## src/rtl/ysyx_22041412_mem_arb_if.sv

```systemverilog
// ----------------------------------------------------------------------------
// ysyx_22041412_mem_arb_if
//   Bundle of every handshake/bus signal around the IFU/LSU memory arbiter.
//   The arbiter connects through the "slave" modport. The environment side
//   (IFU, LSU and memory bridge, or a testbench) uses the "master" modport.
//
//   IFU side : if_valid_i, if_addr_i, if_flush_i  -> arbiter
//              if_ready_o, if_rdata_o[31:0]       <- arbiter
//   LSU side : ls_valid_i, ls_addr_i, ls_size_i   -> arbiter
//              ls_ready_o, ls_rdata_o             <- arbiter
//   Memory   : mem_valid_o, mem_addr_o, mem_size_o <- arbiter
//              mem_ready_i, mem_rdata_i            -> arbiter
// ----------------------------------------------------------------------------
interface ysyx_22041412_mem_arb_if #(
    parameter int ADDR_W = 64,
    parameter int DATA_W = 64
);
    logic              if_valid_i;
    logic [ADDR_W-1:0] if_addr_i;
    logic              if_flush_i;
    logic              if_ready_o;
    logic [31:0]       if_rdata_o;

    logic              ls_valid_i;
    logic [ADDR_W-1:0] ls_addr_i;
    logic [7:0]        ls_size_i;
    logic              ls_ready_o;
    logic [DATA_W-1:0] ls_rdata_o;

    logic              mem_valid_o;
    logic [ADDR_W-1:0] mem_addr_o;
    logic [7:0]        mem_size_o;
    logic              mem_ready_i;
    logic [DATA_W-1:0] mem_rdata_i;

    modport slave (
        input  if_valid_i, if_addr_i, if_flush_i,
        output if_ready_o, if_rdata_o,
        input  ls_valid_i, ls_addr_i, ls_size_i,
        output ls_ready_o, ls_rdata_o,
        output mem_valid_o, mem_addr_o, mem_size_o,
        input  mem_ready_i, mem_rdata_i
    );

    modport master (
        output if_valid_i, if_addr_i, if_flush_i,
        input  if_ready_o, if_rdata_o,
        output ls_valid_i, ls_addr_i, ls_size_i,
        input  ls_ready_o, ls_rdata_o,
        input  mem_valid_o, mem_addr_o, mem_size_o,
        output mem_ready_i, mem_rdata_i
    );
endinterface

```

## src/rtl/ysyx_22041412_mem_arb.sv

```systemverilog
// ----------------------------------------------------------------------------
// ysyx_22041412_mem_arb
//   Shares the single core memory read port between instruction fetch (IFU)
//   and the load unit (LSU). One request is granted at a time. The downstream
//   request is held stable until mem_ready_i. The read data is then registered
//   into the winner's rdata register, together with a one-cycle ready pulse.
//
//   Ports:
//     clk   - core clock, rising edge
//     rst_n - asynchronous, active-low reset
//     bus   - ysyx_22041412_mem_arb_if.slave (IFU, LSU and memory signals)
//
//   Build option:
//     YSYX_22041412_ARB_RR_EN - when defined, arbitration is round-robin using
//     a last-grant bit, which resets to IFU. When undefined, the LSU has fixed
//     priority over the IFU.
// ----------------------------------------------------------------------------
module ysyx_22041412_mem_arb #(
    parameter int ADDR_W = 64,
    parameter int DATA_W = 64
) (
    input  logic                           clk,
    input  logic                           rst_n,
    ysyx_22041412_mem_arb_if.slave         bus
);
    typedef enum logic [1:0] {
        IDLE   = 2'd0,
        GNT_IF = 2'd1,
        GNT_LS = 2'd2
    } state_t;

    localparam logic [7:0] IF_SIZE = 8'b0000_0011;

    state_t            state_reg,     state_next;
    logic              mem_valid_reg, mem_valid_next;
    logic [ADDR_W-1:0] mem_addr_reg,  mem_addr_next;
    logic [7:0]        mem_size_reg,  mem_size_next;
    logic              if_ready_reg,  if_ready_next;
    logic [31:0]       if_rdata_reg,  if_rdata_next;
    logic              ls_ready_reg,  ls_ready_next;
    logic [DATA_W-1:0] ls_rdata_reg,  ls_rdata_next;
    logic              drop_reg,      drop_next;
`ifdef YSYX_22041412_ARB_RR_EN
    logic              last_ls_reg,   last_ls_next;   // 1: last grant went to LSU
`endif

    // A requester is masked in its own ready cycle, because its valid may
    // still be high from the request that was just answered.
    logic if_elig, ls_elig, pick_ls, pick_if, drop_now;

    always_ff @(posedge clk or negedge rst_n) begin
        if (!rst_n) begin
            state_reg     <= IDLE;
            mem_valid_reg <= 1'b0;
            mem_addr_reg  <= '0;
            mem_size_reg  <= '0;
            if_ready_reg  <= 1'b0;
            if_rdata_reg  <= '0;
            ls_ready_reg  <= 1'b0;
            ls_rdata_reg  <= '0;
            drop_reg      <= 1'b0;
`ifdef YSYX_22041412_ARB_RR_EN
            last_ls_reg   <= 1'b0;
`endif
        end else begin
            state_reg     <= state_next;
            mem_valid_reg <= mem_valid_next;
            mem_addr_reg  <= mem_addr_next;
            mem_size_reg  <= mem_size_next;
            if_ready_reg  <= if_ready_next;
            if_rdata_reg  <= if_rdata_next;
            ls_ready_reg  <= ls_ready_next;
            ls_rdata_reg  <= ls_rdata_next;
            drop_reg      <= drop_next;
`ifdef YSYX_22041412_ARB_RR_EN
            last_ls_reg   <= last_ls_next;
`endif
        end
    end

    always_comb begin
        state_next     = state_reg;
        mem_valid_next = mem_valid_reg;
        mem_addr_next  = mem_addr_reg;
        mem_size_next  = mem_size_reg;
        if_ready_next  = 1'b0;
        if_rdata_next  = if_rdata_reg;
        ls_ready_next  = 1'b0;
        ls_rdata_next  = ls_rdata_reg;
        drop_next      = drop_reg;
`ifdef YSYX_22041412_ARB_RR_EN
        last_ls_next   = last_ls_reg;
`endif

        if_elig = bus.if_valid_i & ~if_ready_reg;
        ls_elig = bus.ls_valid_i & ~ls_ready_reg;
`ifdef YSYX_22041412_ARB_RR_EN
        // On a tie, the master that was not granted last wins.
        pick_ls = ls_elig & (~if_elig | ~last_ls_reg);
`else
        pick_ls = ls_elig;
`endif
        pick_if = if_elig & ~pick_ls;
        // A flush in the completion cycle still drops the response.
        drop_now = drop_reg | bus.if_flush_i;

        case (state_reg)
            IDLE: begin
                if (pick_ls) begin
                    state_next     = GNT_LS;
                    mem_valid_next = 1'b1;
                    mem_addr_next  = bus.ls_addr_i;
                    mem_size_next  = bus.ls_size_i;
`ifdef YSYX_22041412_ARB_RR_EN
                    last_ls_next   = 1'b1;
`endif
                end else if (pick_if) begin
                    state_next     = GNT_IF;
                    mem_valid_next = 1'b1;
                    mem_addr_next  = bus.if_addr_i;
                    mem_size_next  = IF_SIZE;
`ifdef YSYX_22041412_ARB_RR_EN
                    last_ls_next   = 1'b0;
`endif
                end
            end
            GNT_IF: begin
                drop_next = drop_now;
                if (mem_valid_reg && bus.mem_ready_i) begin
                    if (!drop_now) begin
                        if_ready_next = 1'b1;
                        if_rdata_next = bus.mem_rdata_i[31:0];
                    end
                    mem_valid_next = 1'b0;
                    drop_next      = 1'b0;
                    state_next     = IDLE;
                end
            end
            GNT_LS: begin
                if (mem_valid_reg && bus.mem_ready_i) begin
                    ls_ready_next  = 1'b1;
                    ls_rdata_next  = bus.mem_rdata_i;
                    mem_valid_next = 1'b0;
                    state_next     = IDLE;
                end
            end
            default: begin
                state_next     = IDLE;
                mem_valid_next = 1'b0;
            end
        endcase
    end

    assign bus.mem_valid_o = mem_valid_reg;
    assign bus.mem_addr_o  = mem_addr_reg;
    assign bus.mem_size_o  = mem_size_reg;
    assign bus.if_ready_o  = if_ready_reg;
    assign bus.if_rdata_o  = if_rdata_reg;
    assign bus.ls_ready_o  = ls_ready_reg;
    assign bus.ls_rdata_o  = ls_rdata_reg;
endmodule

```

## src/flat_wrapper.sv

```systemverilog
// flat-port wrapper written by rule: the top's interface ports become plain ports
module ysyx_22041412_mem_arb_flat 
#(
    parameter int ADDR_W = 64,
    parameter int DATA_W = 64
)
  (clk, rst_n, bus_if_valid_i, bus_if_addr_i, bus_if_flush_i, bus_if_ready_o, bus_if_rdata_o, bus_ls_valid_i, bus_ls_addr_i, bus_ls_size_i, bus_ls_ready_o, bus_ls_rdata_o, bus_mem_valid_o, bus_mem_addr_o, bus_mem_size_o, bus_mem_ready_i, bus_mem_rdata_i);
  ysyx_22041412_mem_arb_if #(.ADDR_W(ADDR_W), .DATA_W(DATA_W)) bus_i ();
  input  logic clk;
  input  logic rst_n;
  input wire logic [$bits(bus_i.if_valid_i)-1:0] bus_if_valid_i;
  input wire logic [$bits(bus_i.if_addr_i)-1:0] bus_if_addr_i;
  input wire logic [$bits(bus_i.if_flush_i)-1:0] bus_if_flush_i;
  output wire logic [$bits(bus_i.if_ready_o)-1:0] bus_if_ready_o;
  output wire logic [$bits(bus_i.if_rdata_o)-1:0] bus_if_rdata_o;
  input wire logic [$bits(bus_i.ls_valid_i)-1:0] bus_ls_valid_i;
  input wire logic [$bits(bus_i.ls_addr_i)-1:0] bus_ls_addr_i;
  input wire logic [$bits(bus_i.ls_size_i)-1:0] bus_ls_size_i;
  output wire logic [$bits(bus_i.ls_ready_o)-1:0] bus_ls_ready_o;
  output wire logic [$bits(bus_i.ls_rdata_o)-1:0] bus_ls_rdata_o;
  output wire logic [$bits(bus_i.mem_valid_o)-1:0] bus_mem_valid_o;
  output wire logic [$bits(bus_i.mem_addr_o)-1:0] bus_mem_addr_o;
  output wire logic [$bits(bus_i.mem_size_o)-1:0] bus_mem_size_o;
  input wire logic [$bits(bus_i.mem_ready_i)-1:0] bus_mem_ready_i;
  input wire logic [$bits(bus_i.mem_rdata_i)-1:0] bus_mem_rdata_i;
  assign bus_i.if_valid_i = bus_if_valid_i;
  assign bus_i.if_addr_i = bus_if_addr_i;
  assign bus_i.if_flush_i = bus_if_flush_i;
  assign bus_if_ready_o = bus_i.if_ready_o;
  assign bus_if_rdata_o = bus_i.if_rdata_o;
  assign bus_i.ls_valid_i = bus_ls_valid_i;
  assign bus_i.ls_addr_i = bus_ls_addr_i;
  assign bus_i.ls_size_i = bus_ls_size_i;
  assign bus_ls_ready_o = bus_i.ls_ready_o;
  assign bus_ls_rdata_o = bus_i.ls_rdata_o;
  assign bus_mem_valid_o = bus_i.mem_valid_o;
  assign bus_mem_addr_o = bus_i.mem_addr_o;
  assign bus_mem_size_o = bus_i.mem_size_o;
  assign bus_i.mem_ready_i = bus_mem_ready_i;
  assign bus_i.mem_rdata_i = bus_mem_rdata_i;
  ysyx_22041412_mem_arb #(.ADDR_W(ADDR_W), .DATA_W(DATA_W)) u_core (.clk(clk), .rst_n(rst_n), .bus(bus_i));
endmodule
```

## config.mk

```make
export PLATFORM = sky130hd
export DESIGN_NAME = ysyx_22041412_mem_arb_flat
export DESIGN_NICKNAME = d
export VERILOG_FILES = /design/src/rtl/ysyx_22041412_mem_arb_if.sv /design/src/rtl/ysyx_22041412_mem_arb.sv /design/src/flat_wrapper.sv
export SDC_FILE = /design/constraint.sdc
export NUM_CORES = 1
export LEC_CHECK = 0
export ABC_AREA = 0
export CAP_MARGIN = 20
export CORE_AREA = 5 5 145 147
export DETAILED_ROUTE_END_ITERATION = 6
export DIE_AREA = 0 0 150 152
export GPL_TIMING_DRIVEN = 1
export HOLD_SLACK_MARGIN = 0.15
export PLACE_DENSITY = 0.82
export SETUP_SLACK_MARGIN = 0.15
export SLEW_MARGIN = 20
export SYNTH_ARGS = -nofsm -noshare
export SYNTH_HDL_FRONTEND = slang
export SYNTH_SLANG_ARGS = --single-unit
```

## constraint.sdc

```tcl
create_clock -name clk -period 2.8 [get_ports clk]
set_input_delay 0.7 -clock clk [delete_from_list [all_inputs] [get_ports clk]]
set_output_delay 0.7 -clock clk [all_outputs]
set_load 0.02 [all_outputs]
```

* After elaboration in Yosys (flattened, before gate mapping)
Index checks and enable logic that the tools add are counted.
Cells by class: equal/unequal tests 4, mux-type cells 18, bitwise logic cells 8, reductions and logical operators 8
Operators by type and width (number):
- $mux W64 | 2
- $mux W8 | 2
- $mux W1 | 9
- $mux W2 | 3
- $reduce_and A2 Y1 | 3
- $not A1 Y1 | 4
- $pmux W2 S2 | 1
- $and A1 B1 Y1 | 3
- $ne A3 B1 Y1 const B | 1
- $reduce_and A3 Y1 | 1
- $eq A2 B1 Y1 const B | 1
- $eq A2 B2 Y1 const B | 1
- $logic_not A2 Y1 | 1
- $ne A2 B1 Y1 const B | 1
- $pmux W1 S2 | 1
- $reduce_bool A2 Y1 | 1
- $reduce_or A2 Y1 | 1
- $logic_and A1 B1 Y1 | 1
- $or A1 B1 Y1 | 1
Word-level totals: bits in registers 174, bits of input ports 206, output and inout bits 171, word-level logic and storage cells 47

* Longest topological paths before layout
depth in word-level cells 7, gate-level depth with buffers 7, gate-level depth less buffers 5

* Worst setup path after synthesis
OpenSTA, ideal clock, no wires.
kind input-to-reg, from in bus_ls_valid_i, to reg u_core.mem_addr_reg[55], in the netlist u_core.bus.mem_addr_o[55], setup time 125 ps, arrival time 1757 ps, required time 2675 ps, slack 918 ps, stages 6, buffers on the path 3, cells stage by stage nor2b_4 > buf_6 > buf_6 > buf_6 > mux2_4 > mux2_4
Between the ends: cells in the longest elaborated chain, start to end 5, elaborated cells between the ends (all ways) 6, those cells by class mux: 1; bitwise: 3; reduce/logical: 2
Ends and longest elaborated chain:
- from (decl) | RTL line flat_wrapper.sv:16 | input wire logic [$bits(bus_i.ls_valid_i)-1:0] bus_ls_valid_i;
- $and A1 B1 Y1 * | RTL line ysyx_22041412_mem_arb.sv:96 | ls_elig = bus.ls_valid_i & ~ls_ready_reg;
- $not A1 Y1 | RTL line ysyx_22041412_mem_arb.sv:103 | pick_if = if_elig & ~pick_ls;
- $and A1 B1 Y1 | RTL line ysyx_22041412_mem_arb.sv:103
- $reduce_bool A2 Y1 (no line)
- $reduce_and A2 Y1 (no line)
- to (signal assigned) | RTL line ysyx_22041412_mem_arb.sv:68 | mem_addr_reg <= mem_addr_next;
- to (decl) | RTL line ysyx_22041412_mem_arb.sv:36 | logic [ADDR_W-1:0] mem_addr_reg, mem_addr_next;
Every way passes the cells marked *; elsewhere a longest branch is shown, timed or not. A chain may end at the register's enable or synchronous reset.

* Worst setup path after layout
from reg u_core.mem_valid_reg, in the netlist u_core.bus.mem_valid_o, to out bus_mem_valid_o
RTL lines:
- from (decl) | RTL line ysyx_22041412_mem_arb.sv:35 | logic mem_valid_reg, mem_valid_next;
- from (signal assigned) | RTL line ysyx_22041412_mem_arb.sv:67 | mem_valid_reg <= mem_valid_next;
- to (decl) | RTL line flat_wrapper.sv:21 | output wire logic [$bits(bus_i.mem_valid_o)-1:0] bus_mem_valid_o;
No word-level cell between the ends.

==> parameters.txt <==
Parameter                              Value

Critical path
  Crit Path Category ... flip-flop to output pin
  Largest fanout on the critical path ... 6
  CP max stage delay ... 0.65 ns
  Cell family with most CP delay ... buffers and inverters
  Library cell contributing the largest single delay on the critical path ... sky130_fd_sc_hd__clkdlybuf4s50_1
  Endpoint type of the worst setup path ... output pin
  Worst endpoint data arrival time ... 1.49 ns
  Setup crit start kind ... flip-flop
  Total buffers and inverters traversed by the critical path ... 1
  Required time at the endpoint of the critical path ... 2.10 ns
  CP cell instances ... clkdlybuf4s50_1

Yosys
  Count of different cell masters after synthesis ... 26
  Post-synth EDFFs ... 0
  Most used DFF post-synth ... sky130_fd_sc_hd__dfrtp_1
  Register area share after synthesis ... 58.0%
  Syn. warnings ... 0
  Post-synthesis cell count ... 459
  Post-Syn Nets ... 668
  Average cell area after synthesis ... 16.4 µm²
  Share of synthesized registers carrying an async set or reset ... 100%
  Netlist Area Pre-Place ... 7510 µm²
  Synthesized flop and latch total ... 174

Global route
  Pin count of the biggest net entering global routing ... 55
  Tot GR Track Use ... 18.9%
  Total overflow reported by the global router ... 0
  Antenna violations before repair ... 0
  First-pass GRT wire length ... 33,500 µm
  Via count of the first global-routing pass ... 5,986

CTS
  CTS Buf Count ... 17
  Resize count post-CTS ... 0
  Hold-fix buffer count after cts ... 0
  Maximum clock path buffer count ... 2
  Reg clk slew, reported paths ... 0.08 ns
  Count of buffers added by post-CTS timing repair for setup ... 0
  H-tree levels ... 4
  TritonCTS clock tree ... built
  Clk Tree Root Cell ... sky130_fd_sc_hd__clkbuf_16
  TritonCTS Sinks ... 174
  Clock latency on the worst-skew pair ... 0.42 ns

Floorplanning
  Full die area ... 22,800 µm²
  Starting density of the core ... 38.0%
  Core Area ... 19,800 µm²
  Vertical die dimension ... 152 µm
  Floorplan row count ... 52
  IO Count ... 377
  Horiz. Die Dim ... 150 µm

Routing
  Iteration-0 DRC count of the detailed router ... 161
  Routed via count ... 5,267
  Number of iterations in the first detailed-routing pass ... 4
  Per-cell via count in the routed design ... 4.67
  Remaining design rule violation count ... 0
  Wirelength, routed ... 21,700 µm
  Number of antenna-violating nets in the routed design ... 0
  Average wire per cell in the routed design ... 19.2 µm

Placement
  Detailed-placement wirelength estimate ... 16,600 µm
  IO buf count ... 376
  RePlAce Congestion ... 0.757

Pwr
  Sequential group share of total power ... 32.2%
  Proportion of power drawn by combinational gates ... 50.3%
  Fraction of power consumed by the clock network ... 17.5%
  Net switching share of the total power ... 35.5%
  Maximum ir drop on the vdd rail ... 0.535 mV
  P_leak ... 5.23 nW
  Switching component of the power ... 0.00475 W
  Power density cells ... 1090 nW/µm²
  Internal Power ... 0.00861 W

Timing
  Final count of hold timing violations ... 0
  Final setup violation count ... 0
  Fmax ... 457 MHz
  Share of the clock period used by the worst path ... 78.1%
  Slew at the pin closest to its max-slew limit ... 0.624 ns
  Setup TNS ... 0 ns
  Max Clock Skew ... 0.0122 ns
  Final critical-path required period ... 2.19 ns
  Max-slew headroom at the worst pin ... 58.1%
  RSZ-0062 raised after global routing ... false
  Max-slew violations ... 0

Final layout
  NumNets Final ... 1,053
  Count of antenna diodes in the layout ... 0
  Layout Area Growth over Synthesis ... 62.9%
  Post-layout utilization of the core ... 61.9%
  Ratio of cells with drive above 1 in the final layout ... 32.1%

Flow run
  Maxcap violations ... 0

Worst hold path
  Path class of the lowest-slack min-delay path ... input pin to asynchronous set/reset pin

Outcome
  Outcome ... completed
==> worst paths after layout <==
check | start | end | slack (ns) | cells after the start
worst max-delay path | u_core.bus.mem_valid_o | bus_mem_valid_o | 0.61 | 1
worst min-delay path | rst_n | u_core.bus.if_rdata_o[10] | 0.22 | 1
worst max register to register | u_core.state_reg[0] | u_core.bus.mem_addr_o[3] | 0.98 | 5
worst min register to register | u_core.bus.mem_addr_o[15] | u_core.bus.mem_addr_o[15] | 0.51 | 1
max in group asynchronous | rst_n | u_core.bus.mem_addr_o[4] | 1.81 | 2
min in group clk | u_core.bus.mem_addr_o[15] | u_core.bus.mem_addr_o[15] | 0.51 | 1
==> routing by layer <==
layer	up-vias	global-route usage, %	part of all wire, %
met1	2594	20.6	37
met4	0	5.19	1.9
met2	229	33.4	51
li1	2416	-	-
met3	28	7.83	10
met5	-	0	0
==> power groups by stage <==
stage / Combinational, W / Clock [W] / Sequential [W]
2_1_floorplan: 0.00212 / 0 / 0.00573
3_3_place_gp: 0.00672 / 0 / 0.00430
3_5_place_dp: 0.00679 / 0 / 0.00434
4_1_cts: 0.00682 / 0.00243 / 0.00432
5_1_grt: 0.00708 / 0.00252 / 0.00447
6_report: 0.00672 / 0.00234 / 0.00431
==> final cells by class <==
cell class,instances,area (µm²)
fill,1572,7540
sequential,174,4350
timing repair buffer,391,3970
multi-input combinational,256,2970
clock buffer,17,425
tap,270,338
clock inverter,15,168
inverter,4,15.0
==> logic make-up (layout without fill, tap and decap cells) <==
family	count (synthesis)	after routing	share of synthesized area, %
buffers and inverters	29	427	2.60
flip-flops	174	174	58.0
multiplexers	224	224	36.3
AND/OR/NAND/NOR	10	10	0.850
AO/OA/AOI/OAI	19	19	1.80
adder cells (fa/ha/maj)	3	3	0.500
==> cells in the final DEF (no fill, tap or decap) <==
cell type / Yosys / final
sky130_fd_sc_hd__buf_6: 9 / 1
sky130_fd_sc_hd__a31oi_1: 1 / 1
sky130_fd_sc_hd__o21ai_1: 1 / 1
sky130_fd_sc_hd__a21oi_1: 2 / 2
sky130_fd_sc_hd__inv_6: 0 / 4
sky130_fd_sc_hd__clkinv_2: 0 / 1
sky130_fd_sc_hd__nand2_1: 1 / 1
sky130_fd_sc_hd__ha_1: 3 / 3
sky130_fd_sc_hd__buf_4: 0 / 8
sky130_fd_sc_hd__o21a_4: 0 / 1
sky130_fd_sc_hd__mux2_2: 170 / 170
sky130_fd_sc_hd__nor2b_4: 1 / 1
sky130_fd_sc_hd__and2_0: 1 / 1
sky130_fd_sc_hd__nand4_1: 1 / 1
sky130_fd_sc_hd__dfrtp_1: 174 / 174
sky130_fd_sc_hd__clkinv_8: 0 / 4
sky130_fd_sc_hd__nand3_1: 1 / 1
sky130_fd_sc_hd__o22a_1: 2 / 2
sky130_fd_sc_hd__o22ai_1: 1 / 1
sky130_fd_sc_hd__nand2b_1: 1 / 1
sky130_fd_sc_hd__clkinv_4: 0 / 2
sky130_fd_sc_hd__a22o_1: 6 / 6
sky130_fd_sc_hd__o21a_1: 2 / 1
sky130_fd_sc_hd__clkdlybuf4s50_1: 0 / 375
sky130_fd_sc_hd__inv_8: 0 / 4
sky130_fd_sc_hd__clkbuf_16: 0 / 17
sky130_fd_sc_hd__buf_12: 0 / 7
sky130_fd_sc_hd__nor2b_1: 3 / 3
sky130_fd_sc_hd__o21ai_0: 3 / 3
sky130_fd_sc_hd__inv_2: 1 / 1
sky130_fd_sc_hd__inv_1: 3 / 3
sky130_fd_sc_hd__nor2_1: 1 / 1
sky130_fd_sc_hd__a21boi_0: 1 / 1
sky130_fd_sc_hd__mux2_4: 54 / 54
==> cell usage after synthesis (2+ instances only) <==
master	instances	share of area, %
sky130_fd_sc_hd__nor2b_1	3	0.25
sky130_fd_sc_hd__buf_2	15	1.0
sky130_fd_sc_hd__buf_6	9	1.3
sky130_fd_sc_hd__ha_1	3	0.50
sky130_fd_sc_hd__inv_1	3	0.15
sky130_fd_sc_hd__a21oi_1	2	0.13
sky130_fd_sc_hd__o21ai_0	3	0.20
sky130_fd_sc_hd__mux2_4	54	11
sky130_fd_sc_hd__o21a_1	2	0.20
sky130_fd_sc_hd__mux2_2	170	25
sky130_fd_sc_hd__o22a_1	2	0.23
sky130_fd_sc_hd__a22o_1	6	0.70
sky130_fd_sc_hd__dfrtp_1	174	58
==> metrics by stage <==
stage                     hold WS, ns  area [µm²]  power, W  std cells  setup slack (ns)
final                           0.219       12200    0.0134       1127             0.612
after global routing            0.238       12200    0.0141       1127             0.562
after CTS                       0.223       12200    0.0136       1127             0.570
after detailed placement        0.492       11600    0.0111       1095             0.290
after global placement          0.488       11600    0.0110       1095             0.297
after floorplan                 0.404        7510   0.00785        459             0.918
No activity file was read; power rests on OpenSTA's default activity.
